**src/rtl/interrupt_controller.sv**
```systemverilog
// Priority interrupt controller: edge-captured maskable requests with fixed
// lowest-index priority, an independent non-maskable path, and EOI-terminated service.
module interrupt_controller #(
   parameter int N_SRC = 8,
   parameter int VEC_W = 3
) (
   input  logic             Clk,
   input  logic             Reset,
   input  logic [N_SRC-1:0] irq,
   input  logic             nmi_src,
   input  logic             en_we,
   input  logic [N_SRC-1:0] en_wdata,
   input  logic             eoi,
   input  logic             isInterrupted,
   input  logic             INA,
   output logic             INT,
   output logic             NMI,
   output logic [VEC_W-1:0] vector,
   output logic             in_service,
   output logic [N_SRC-1:0] pending,
   output logic [N_SRC-1:0] enable
);

   typedef enum logic [1:0] {
      IDLE    = 2'd0,
      ASSERT  = 2'd1,
      SERVICE = 2'd2
   } state_t;

   state_t state, state_nxt;

   logic [N_SRC-1:0] irq_d;
   logic [N_SRC-1:0] irq_rise;
   logic [N_SRC-1:0] eligible;
   logic [N_SRC-1:0] grant_mask;
   logic [N_SRC-1:0] pending_nxt;
   logic [VEC_W-1:0] winner;
   logic             any_eligible;
   logic             int_ack;
   logic             nmi_d;
   logic             nmi_rise;
   logic             nmi_ack;
   logic             nmi_pend;

   function automatic logic [VEC_W-1:0] lowest_index(input logic [N_SRC-1:0] req);
      logic [VEC_W-1:0] idx;
      idx = '0;
      for (int i = N_SRC - 1; i >= 0; i--) begin
         if (req[i]) idx = VEC_W'(i);
      end
      return idx;
   endfunction

   assign irq_rise     = irq & ~irq_d;
   assign nmi_rise     = nmi_src & ~nmi_d;
   assign eligible     = pending & enable;
   assign any_eligible = |eligible;
   assign winner       = lowest_index(eligible);
   assign grant_mask   = {{(N_SRC-1){1'b0}}, 1'b1} << winner;
   assign nmi_ack      = isInterrupted & ~INA;

   // A fresh edge on the acknowledged bit wins over the ack's clear.
   assign pending_nxt  = (pending & ~(int_ack ? grant_mask : '0)) | irq_rise;

   always_comb begin
      state_nxt = state;
      int_ack   = 1'b0;
      case (state)
         IDLE: begin
            if (any_eligible) state_nxt = ASSERT;
         end
         ASSERT: begin
            if (!any_eligible) begin
               state_nxt = IDLE;
            end else if (isInterrupted && INA) begin
               int_ack   = 1'b1;
               state_nxt = SERVICE;
            end
         end
         SERVICE: begin
            if (eoi) state_nxt = IDLE;
         end
         default: state_nxt = IDLE;
      endcase
   end

   always_ff @(posedge Clk or posedge Reset) begin
      if (Reset) begin
         state      <= IDLE;
         irq_d      <= '0;
         nmi_d      <= 1'b0;
         pending    <= '0;
         enable     <= '0;
         vector     <= '0;
         in_service <= 1'b0;
         nmi_pend   <= 1'b0;
      end else begin
         state   <= state_nxt;
         irq_d   <= irq;
         nmi_d   <= nmi_src;
         pending <= pending_nxt;
         if (en_we) enable <= en_wdata;
         if (int_ack) begin
            vector     <= winner;
            in_service <= 1'b1;
         end else if (state == SERVICE && eoi) begin
            in_service <= 1'b0;
         end
         // Simultaneous new NMI edge and NMI ack leaves the request pending.
         nmi_pend <= (nmi_pend & ~nmi_ack) | nmi_rise;
      end
   end

   assign INT = (state == ASSERT);
   assign NMI = nmi_pend;

endmodule
```
**config.mk**
```make
export PLATFORM = sky130hd
export DESIGN_NAME = interrupt_controller
export DESIGN_NICKNAME = d
export VERILOG_FILES = /design/src/rtl/interrupt_controller.sv
export SDC_FILE = /design/constraint.sdc
export NUM_CORES = 1
export LEC_CHECK = 0
export CAP_MARGIN = 10
export CORE_MARGIN = 3
export CORE_UTILIZATION = 23
export CTS_CLUSTER_SIZE = 8
export DETAILED_ROUTE_END_ITERATION = 8
export PLACE_DENSITY_LB_ADDON = 0.15
export SLEW_MARGIN = 20
export SYNTH_ARGS = -nofsm -noshare
export SYNTH_HDL_FRONTEND = slang
export SYNTH_SLANG_ARGS = --single-unit
```
**constraint.sdc**
```tcl
create_clock -name Clk -period 3 [get_ports Clk]
set_input_delay 0.45 -clock Clk [delete_from_list [all_inputs] [get_ports Clk]]
set_output_delay 0.45 -clock Clk [all_outputs]
set_load 0.02 [all_outputs]
```
# Word-level counts from Yosys, hierarchy flattened
# Cells that the tools add are included.
# totals
register_bits	32
inputBits	23
output_inout_bits	22
# classes
n_mux	19
bitwise_logic	13
n_shift	1
n_reduce_logical	6
n_eq_ne	5
# op_table
operator	n
AND 8 bit	3
two-way mux 3 bit	8
NOT 8 bit	2
two-way mux 2 bit	4
two-way mux 8 bit	1
bitwise OR 8 bit	1
OR reduction 8 bit	1
left shift 1 x 3 -> 8 bit, first input constant	1
case mux 2 bit (3 select lines)	1
two-way mux 1 bit	5
inequality test 2 bit, second input constant	2
AND 1 bit	3
inequality test 3 x 2 -> 1 bit, second input constant	1
NOT 1 bit	3
AND reduction 3 bit	1
equality test 2 x 1 -> 1 bit, second input constant	1
equality test 2 bit, second input constant	1
logical AND 1 bit	2
logical NOT 2 bit	1
nonzero test 2 bit	1
bitwise OR 1 bit	1

# Longest topological paths before layout
# Gate-level depths: netlist of the first run.
# depth
word_depth	14
mapped_depth	5
ltp_nobuf	4

# Worst setup path before layout of the first run
# Ideal clock, no wire load.
# synth_path
path_kind	register to register
start	reg pending[2]
end	reg pending[6]
n_path_buf	0
arrival_time_ns	1.525
period_less_slack_ns	1.646
stages_incl_launch_ff	5
required_ns	2.879
path_slack_ns	1.354
setup_time_ns	0.121
path_cell_list	dfrtp_1 > a22oi_4 > nand3_4 > or4b_1 > o22a_1
# synth_between
elab_chain_len	9
# synth_lines
element	line	source
from (decl)	20	output logic [N_SRC-1:0] pending,
from (signal assigned)	101	pending <= pending_nxt;
AND 8 bit *	56	assign eligible = pending & enable;
two-way mux 3 bit (3 in a row)	49	if (req[i]) idx = VEC_W'(i);
left shift 1 x 3 -> 8 bit	59	assign grant_mask = {{(N_SRC-1){1'b0}}, 1'b1} << winner;
two-way mux 8 bit *	63	assign pending_nxt = (pending & ~(int_ack ? grant_mask : '0)) | irq_rise;
NOT 8 bit *	63	
AND 8 bit *	63	
bitwise OR 8 bit *	63	
named net pending_nxt[6]	36	logic [N_SRC-1:0] pending_nxt;
# The timed path passes the listed nets; every way through them passes the cells marked *.
# A chain may end at the register's enable or synchronous reset.

# Worst setup path after layout of the first run
# layout_path
start	in isInterrupted
end	reg pending[6]
# layout_between
elab_chain_len	8
# layout_lines
element	line	source
from (decl)	14	input logic isInterrupted,
logical AND 1 bit	75	end else if (isInterrupted && INA) begin
two-way mux 1 bit	75	
two-way mux 1 bit	73	if (!any_eligible) begin
two-way mux 1 bit	68	case (state)
two-way mux 8 bit	63	
NOT 8 bit	63	
AND 8 bit	63	
bitwise OR 8 bit	63	
named net pending_nxt[6]	36	
# The timed path passes the listed nets, and every way through them passes these cells.

==> impl_metrics.py, run 1 <==
metrics = {
    "finish": {
        "fin_cells": 234,
        "antenna_cells": 0,
        "synthToLayoutAreaGrowth_pct": 46.47,
        "drive_above_1_share": 0.1358,
        "nNetsFinal": 185,
    },
    "power": {
        "p_clk_frac": 0.305,
        "power_density_nw_per_um2": 584.7,
        "power_leakage_nw": 0.8056,
        "switchingPower_mw": 0.3261,
        "pwr-share-seq": 0.453,
        "power.share.switching": 0.2828,
        "internal_power_mw": 0.8268,
        "combPwrFrac": 0.241,
        "peakVddDrop_mv": 0.1737,
    },
    "yosys": {
        "syn_area_um2": 1346,
        "synth_top_area_frac": 0.5948,
        "ys.flop_type": "dfrtp_1",
        "synth_area_leaders": "dfrtp_1, mux2_2, nand2_1, a22oi_4, a21oi_1",
        "yosysUniqueCellTypes": 28,
        "yosys_warnings": 0,
        "yosys-top-cells-count": "dfrtp_1, nand2_1, inv_1",
        "synth_area_per_cell_um2": 12.02,
        "syn_nets": 135,
        "synthArstFlopShare": 1.000,
        "yosys_register_bits": 32,
        "synth_top_cell_by_area": "dfrtp_1",
        "synth_most_common_cell": "dfrtp_1",
        "ys_seq_area_frac": 0.5948,
        "synth_edf_count": 0,
        "synthCells": 112,
    },
    "route": {
        "via_count": 1033,
        "ant_nets": 0,
        "vias_per_cell": 4.415,
        "drt-total-wl_um": 3106,
        "wl_per_cell_um": 13.27,
        "drc": 0,
        "drt_iter0_drc": 63,
        "first_pass_iters": 4,
    },
    "worst_setup_path": {
        "worst_setup_path_start_kind": "input port",
        "crit_arrival_ns": 2.03,
        "critPathMaxFanout": 11,
        "critPathCaptureType": "register",
        "required_ns": 3.18,
        "worstSetupPathType": "input port to register",
    },
    "cts": {
        "cts_setup_buffers": 0,
        "cts_resized": 0,
        "holdBufCountCts": 0,
        "cts_sinks": 32,
        "tritoncts": "built",
        "path_clk_slew_ns": 0.06,
        "htree_num_levels": 2,
        "clockBufferDepth": 2,
        "cts-root-buf": "clkbuf_8",
        "clock_latency_ns": 0.29,
        "numCtsBuffers": 5,
    },
    "run_status": {
        "outcome": "finished clean",
    },
    "global_route": {
        "grt_pass1_wl_um": 5168,
        "grt_pass1_vias": 1057,
        "gr-total-overflow": 0,
        "grt_usage": 0.1034,
        "antenna_found_initial": 0,
        "grt_start_max_net_pins": 33,
    },
    "sta": {
        "period_minus_slack_ns": 1.857,
        "hold_viol": 0,
        "setup_viol": 0,
        "timing.slew.headroom": 0.6079,
        "fmax_mhz": 538.4,
        "worstMarginPinSlew_ns": 0.5842,
        "fin_crit_sh": 0.6191,
        "grt_setup_unrepaired": "no",
        "fin_tns_setup_ns": 0,
        "skew_ns": 0.006457,
        "drv_slew": 0,
    },
    "floorplan": {
        "die_h_um": 82.51,
        "row_count": 27,
        "dieWidth_um": 82.51,
        "core_area_um2": 5574,
        "io_pins": 45,
        "die-area_um2": 6807,
        "initial_core_util": 0.2415,
    },
    "hold_path": {
        "hp-class": "register to register",
    },
    "placed_design": {
        "io_buffers": 44,
        "dp_cells": 227,
        "dp.final_hpwl_um": 2369,
        "gp_congestion": 0.7131,
    },
    "flow_run": {
        "cap_violations": 0,
    },
}
==> stage by stage <==
step                setup WS [ns]  instance area [µm²]  hold slack (ns)    util  power [mW]
floorplan                   1.354                 1346           0.3996       -      0.6680
global placement           0.8798                 1876           0.4046  0.3365      0.8093
detailed placement         0.8744                 1876           0.4248  0.3365      0.8155
CTS                         1.130                 1972           0.4341  0.3538       1.172
global route                1.059                 1972           0.4431  0.3538       1.226
finish                      1.143                 1972           0.4249  0.3538       1.153
==> power groups by stage <==
stage          registers [mW]  logic, mW  clock network (mW)
6_report                0.523      0.278               0.352
4_1_cts                 0.524      0.284               0.364
2_1_floorplan           0.569     0.0988                   0
3_3_place_gp            0.529      0.280                   0
3_5_place_dp            0.532      0.283                   0
5_1_grt                 0.530      0.305               0.390
==> registers in the layout, indices dropped and copies added, names as in the netlist <==
signal and count:
state 2, nmi_d 1, enable 8, vector 3
NMI 1, pending 8, in_service 1, irq_d 8
==> path summary, 6_finish.rpt <==
path | cells past startpoint | slack [ns] | to | from
min in group asynchronous | 3 | 0.55 | in_service | Reset
setup reg to reg | 4 | 1.32 | pending[6] | pending[2]
max in group asynchronous | 3 | 2.15 | enable[1] | Reset
hold reg to reg | 1 | 0.42 | NMI | nmi_d
setup / recovery | 4 | 1.14 | pending[6] | isInterrupted
hold / removal | 1 | 0.42 | NMI | nmi_d
==> cell type report <==
class | count | area (µm²)
clock buffers | 7 | 96.34
fillers | 569 | 3602
inverters | 10 | 37.54
multi-input cells | 68 | 499.2
flip-flops and latches | 32 | 800.8
well taps | 72 | 90.09
repair buffers | 45 | 447.9
==> layer usage <==
| metal | share of wire | track usage |
|---|---|---|
| met4 | 0.034 | 0.06863 |
| met1 | 0.42 | 0.1246 |
| met3 | 0.053 | 0.02928 |
| met5 | 0 | 0 |
| met2 | 0.50 | 0.1603 |
==> placed cells by master (no fill, tap or decap), types with 2 or more instances in the layout <==
master / netlist / layout
nor2_1: 2 / 2
a22oi_4: 2 / 2
a22oi_1: 2 / 2
dfrtp_1: 32 / 32
o21ai_0: 5 / 5
a32oi_1: 2 / 2
inv_1: 10 / 10
a21oi_1: 8 / 8
clkbuf_8: 0 / 7
a22o_1: 3 / 3
mux2_2: 9 / 9
nor2b_1: 6 / 6
nand2_1: 12 / 12
clkdlybuf4s50_1: 0 / 44
o21ai_1: 4 / 4
==> worst max-delay path: stages <==
cell             delay (ns)
clkdlybuf4s50_1        0.50
and4b_1                0.44
or4b_1                 0.47
o22a_1                 0.17
==> cells by family after synthesis <==
| logic type | Yosys count | synth area share |
|---|---|---|
| AND/OR/NAND/NOR | 27 | 0.1162 |
| flip-flops | 32 | 0.5948 |
| AO/OA/AOI/OAI | 32 | 0.1794 |
| buffers and inverters | 12 | 0.03438 |
| multiplexers | 9 | 0.07528 |
(Power assumes the default switching activity.)
==> inputs of run 2 (changes only) <==
==> constraint.sdc (replaced) <==
create_clock -name Clk -period 1.5 [get_ports Clk]
set_input_delay 0.225 -clock Clk [delete_from_list [all_inputs] [get_ports Clk]]
set_output_delay 0.225 -clock Clk [all_outputs]
set_load 0.02 [all_outputs]
==> run 2 against run 1 <==
Net effect:
- the run now ends with negative setup slack left
- critical endpoint unchanged
- largest power group unchanged
- clock skew down 0.0010 ns
- worst setup slack worse by 1.2 ns
- combinational power up 130%
- sequential power up 97%
- die area unchanged
- sequential cell count unchanged
- critical path depth unchanged
- sequential share of layout area down 3.4 points
- worst hold slack worse by 0.082 ns
- critical path type is now register to register
- final cell count up 11%
- count of clock-buffer cells in the layout up 1
- non-clock buffer count up 25
==> impl_metrics.py, run 2 (same netlist as run 1, synthesis figures left out) <==
metrics = {
    "cts": {
        "cts_sinks": 32,
        "cts-root-buf": "clkbuf_8",
        "clockBufferDepth": 2,
        "clock_latency_ns": 0.28,
        "numCtsBuffers": 5,
        "holdBufCountCts": 0,
        "htree_num_levels": 2,
        "tritoncts": "built",
        "path_clk_slew_ns": 0.06,
    },
    "route": {
        "vias_per_cell": 4.208,
        "drt_iter0_drc": 60,
        "ant_nets": 0,
        "wl_per_cell_um": 12.75,
        "drc": 0,
        "via_count": 1094,
        "drt-total-wl_um": 3314,
        "first_pass_iters": 4,
    },
    "floorplan": {
        "die-area_um2": 6807,
        "io_pins": 45,
        "die_h_um": 82.51,
        "core_area_um2": 5574,
        "dieWidth_um": 82.51,
        "initial_core_util": 0.2415,
        "row_count": 27,
    },
    "worst_setup_path": {
        "critPathCaptureType": "register",
        "worstSetupPathType": "register to register",
        "cp_cell_sequence": "a22oi_2 > nand3_4 > or4b_1 > o22a_1",
        "critPathMaxFanout": 3,
        "crit_family": "simple AND/OR/NAND/NOR gates",
        "reg2reg_slack_ns": -0.01,
        "worst_setup_path_start_kind": "register",
        "crit_buf_inv": 0,
        "cp_slowest_cell": "or4b_1",
        "crit_arrival_ns": 1.68,
        "required_ns": 1.67,
        "critPathMaxStageDelay_ns": 0.47,
    },
    "sta": {
        "fin_tns_setup_ns": -0.01104,
        "hold_viol": 0,
        "skew_ns": 0.005444,
        "setup_slack_ns": -0.01104,
        "fin_crit_sh": 1.007,
        "fmax_mhz": 661.8,
        "timing.slew.headroom": 0.7254,
        "worstMarginPinSlew_ns": 0.4118,
        "period_minus_slack_ns": 1.511,
        "setup_viol": 1,
        "holdWs_ns": 0.3428,
        "grt_setup_unrepaired": "yes",
        "drv_slew": 0,
    },
    "power": {
        "power_leakage_nw": 0.9484,
        "power_density_nw_per_um2": 1091,
        "peakVddDrop_mv": 0.4599,
    },
    "global_route": {
        "grt_pass1_vias": 1139,
        "grt_start_max_net_pins": 33,
        "grt_usage": 0.1057,
        "grt_pass1_wl_um": 5423,
        "antenna_found_initial": 0,
        "gr-total-overflow": 0,
    },
    "finish": {
        "drive_above_1_share": 0.3138,
        "reg_top3": "enable (8), irq_d (8), pending (8)",
        "nFillCells": 546,
        "synthToLayoutAreaGrowth_pct": 61.90,
        "final_core_util": 0.3910,
        "antenna_cells": 0,
        "final_common_cell": "buf_4",
        "layout_common_cells": "buf_4, dfrtp_1, clkdlybuf4s50_1",
        "nNetsFinal": 210,
    },
    "flow_run": {
        "cap_violations": 0,
    },
    "hold_path": {
        "hp-class": "input port to async pin",
    },
    "placed_design": {
        "place_worst_setup_slack_ns": -0.2406,
        "io_buffers": 44,
        "gp_congestion": 0.7946,
        "dp.final_hpwl_um": 2570,
    },
    "run_status": {
        "violations": "negative setup slack",
        "outcome": "finished with violations",
    },
}
-- run 2: stage by stage --
| stage | area [µm²] | power, mW | instances |
|---|---|---|---|
| 6_report | 2180 | 2.377 | 260 |
| 5_1_grt | 2180 | 2.525 | 260 |
| 4_1_cts | 2158 | 2.430 | 260 |
| 3_5_place_dp | 2063 | 1.719 | 250 |
| 3_3_place_gp | 2063 | 1.709 | 250 |
| 2_1_floorplan | 1361 | 1.343 | 112 |
-- run 2: worst paths after layout --
kind / from / to / cells past startpoint
worst max register to register: pending[5] / pending[6] / 4
worst min-delay path: Reset / in_service / 3
min in group Clk: irq[7] / irq_d[7] / 1
max in group asynchronous: Reset / pending[5] / 3
worst min register to register: irq_d[1] / pending[1] / 1
worst max-delay path: pending[5] / pending[6] / 4
-- run 2: area by class of cell --
type,instances,area [µm²],share of cell area
Sequential cell,32,812.0,0.3726
Clock buffer,8,100.1,0.04592
Timing Repair Buffer,70,628.1,0.2882
Multi-Input combinational cell,68,511.7,0.2348
Tap cell,72,90.09,0.04133
Inverter,10,37.54,0.01722
-- run 2: layer usage --
layer / global-route usage / wire (µm) / vias to the layer above
met5: 0 / 0 / -
li1: - / - / 546
met2: 0.1643 / 1489 / 25
met1: 0.1347 / 1551 / 517
met4: 0.02941 / 32 / 0
met3: 0.04447 / 241 / 6
-- run 2: worst reg2reg max path: stages, from the launching register on --
cell,delay (ns)
dfrtp_2,0.41
a22oi_2,0.26
nand3_4,0.11
or4b_1,0.47
o22a_1,0.16
-- run 2: report_power, final --
| group | switching [mW] | internal, mW | total, mW |
|---|---|---|---|
| sequential | 0.0699 | 0.962 | 1.03 |
| combinational | 0.303 | 0.330 | 0.633 |
| clock | 0.294 | 0.418 | 0.712 |
| total | 0.667 | 1.71 | 2.38 |
-- run 2: what timing repair did --
action,in CTS,in global routing
endpoints found under the setup margin,19,9
pin swaps,2,3
setup buffers,2,0
gates resized for setup,18,7
==> inputs of run 3 (changes only) <==
--- a/config.mk
+++ b/config.mk
@@ -10,6 +10,7 @@
 export CORE_UTILIZATION = 23
 export CTS_CLUSTER_SIZE = 8
 export DETAILED_ROUTE_END_ITERATION = 8
+export DONT_BUFFER_PORTS = 1
 export PLACE_DENSITY_LB_ADDON = 0.15
 export SLEW_MARGIN = 20
 export SYNTH_ARGS = -nofsm -noshare
==> run 3 against run 2 <==
Net effect:
- the flow still finishes with violations (negative setup slack)
- final cell count is 13% lower
- global-route usage hardly changed
- sequential cell count stayed put
- non-clock buffer count is 33 lower
- largest power group unchanged
- worst setup slack worse by 0.0015 ns
- total power is 8.1% lower
- register-to-register slack hardly changed
- routed wire length is 2.9% lower
- sequential share of layout area is 6.8 points higher
- clock power is 5.5% lower
- die area stayed put
- largest cell class unchanged
- core utilization is 6.0 points lower
==> impl_metrics.py, run 3 (same netlist as run 1, synthesis figures left out) <==
metrics = {
    "run_status": {
        "outcome": "finished with violations",
        "violations": "negative setup slack",
    },
    "power": {
        "switchingPower_mw": 0.6487,
        "pwr-share-seq": 0.503,
        "power_mw": 2.185,
        "p_clk_frac": 0.308,
        "internal_power_mw": 1.537,
        "peakVddDrop_mv": 0.5562,
        "power.share.switching": 0.2968,
        "power_density_nw_per_um2": 1185,
        "power_leakage_nw": 0.7817,
        "combPwrFrac": 0.189,
    },
    "worst_setup_path": {
        "worst_setup_path_start_kind": "register",
        "worstSetupPathType": "register to register",
        "critPathMaxFanout": 3,
        "cp_cell_sequence": "a22oi_2 > nand3_4 > or4b_1 > o22a_1",
        "required_ns": 1.67,
        "cp.depth": 4,
        "critPathMaxStageDelay_ns": 0.47,
        "crit_family": "simple AND/OR/NAND/NOR gates",
        "crit_arrival_ns": 1.68,
        "worst_r2r_path_depth": 4,
        "crit_buf_inv": 0,
        "critPathCaptureType": "register",
        "cp_slowest_cell": "or4b_1",
    },
    "flow_run": {
        "cap_violations": 0,
    },
    "placed_design": {
        "dp.final_hpwl_um": 2482,
        "gp_congestion": 0.7660,
        "place_worst_setup_slack_ns": -0.01794,
        "io_buffers": 0,
    },
    "finish": {
        "antenna_cells": 0,
        "reg_top3": "enable (8), irq_d (8), pending (8)",
        "nNetsFinal": 177,
        "drive_above_1_share": 0.3806,
        "final_common_cell": "buf_4",
        "layout_common_cells": "buf_4, dfrtp_1, nand2_1",
        "synthToLayoutAreaGrowth_pct": 36.99,
        "nFillCells": 561,
    },
    "cts": {
        "tritoncts": "built",
        "cts-root-buf": "clkbuf_8",
        "cts_sinks": 32,
        "path_clk_slew_ns": 0.07,
        "numCtsBuffers": 5,
        "clockBufferDepth": 2,
        "clock_latency_ns": 0.28,
        "htree_num_levels": 2,
    },
    "floorplan": {
        "io_pins": 45,
        "die-area_um2": 6807,
        "row_count": 27,
        "core_area_um2": 5574,
        "initial_core_util": 0.2415,
        "die_h_um": 82.51,
        "dieWidth_um": 82.51,
    },
    "global_route": {
        "grt_usage": 0.1060,
        "grt_pass1_wl_um": 5230,
        "antenna_found_initial": 0,
        "grt_start_max_net_pins": 33,
        "gr-total-overflow": 0,
        "grt_pass1_vias": 1081,
    },
    "route": {
        "drc": 0,
        "ant_nets": 0,
        "wl_per_cell_um": 14.17,
        "drt-total-wl_um": 3217,
        "drt_iter0_drc": 48,
        "via_count": 971,
        "first_pass_iters": 3,
        "vias_per_cell": 4.278,
    },
    "sta": {
        "skew_ns": 0.006399,
        "grt_setup_unrepaired": "yes",
        "setup_viol": 1,
        "timing.slew.headroom": 0.7296,
        "worstMarginPinSlew_ns": 0.4056,
        "drv_slew": 0,
        "fmax_mhz": 661.2,
        "setup_slack_ns": -0.01251,
        "period_minus_slack_ns": 1.513,
        "hold_viol": 0,
        "holdWs_ns": 0.04530,
        "fin_crit_sh": 1.008,
    },
    "hold_path": {
        "hp-class": "input port to register",
        "whs_path_depth": 1,
    },
}
## run 3: timing repair
| item | 4_1_cts | 5_1_grt |
|---|---|---|
| gates resized for setup | 0 | 3 |
| pin swaps | 2 | 2 |
| hold endpoints to repair | 41 | 0 |
| setup endpoints to repair | 1 | 5 |
| hold buffers | 10 | 0 |
| buffers inserted | 1 | 0 |
## run 3: worst paths after layout
path | slack (ns) | startpoint | end
max | -0.01 | enable[5] | pending[6]
min | 0.05 | INA | state[0]
max reg2reg | -0.01 | enable[5] | pending[6]
min reg2reg | 0.42 | irq_d[1] | pending[1]
max in group asynchronous | 0.70 | Reset | pending[5]
min in group asynchronous | 0.47 | Reset | vector[1]
## run 3: routing by layer
layer,GRT usage,wire length (µm),vias up,part of all wire
met1,0.1322,1431,460,0.44
met3,0.04230,246,7,0.076
met2,0.1579,1476,28,0.46
met5,0,0,-,0
li1,-,-,476,-
met4,0.05392,63,0,0.020
## run 3: per-stage QoR
step | TNS (ns) | area, µm² | utilization | std cells
after floorplan | -0.05640 | 1361 | - | 112
after global placement | -0.001443 | 1638 | 0.2938 | 208
after detailed placement | -0.01794 | 1638 | 0.2938 | 208
after CTS | -0.03133 | 1836 | 0.3293 | 227
after global routing | -0.1050 | 1844 | 0.3309 | 227
final | -0.01251 | 1844 | 0.3309 | 227
## run 3: final cells by class
type | count | area [µm²] | area share
sequential | 32 | 812.0 | 0.4403
multi-input combinational | 68 | 511.7 | 0.2775
timing repair buffer | 37 | 302.8 | 0.1642
clock buffer | 8 | 90.09 | 0.04885
tap | 72 | 90.09 | 0.04885
inverter | 10 | 37.54 | 0.02035
## run 3: power by group through the flow
| stage | registers [mW] | logic, mW | clock network (mW) |
|---|---|---|---|
| global route | 1.12 | 0.460 | 0.738 |
| CTS | 1.10 | 0.423 | 0.701 |
| floorplan | 1.14 | 0.199 | 0 |
| finish | 1.10 | 0.414 | 0.673 |
| detailed placement | 1.12 | 0.398 | 0 |
| global placement | 1.11 | 0.394 | 0 |
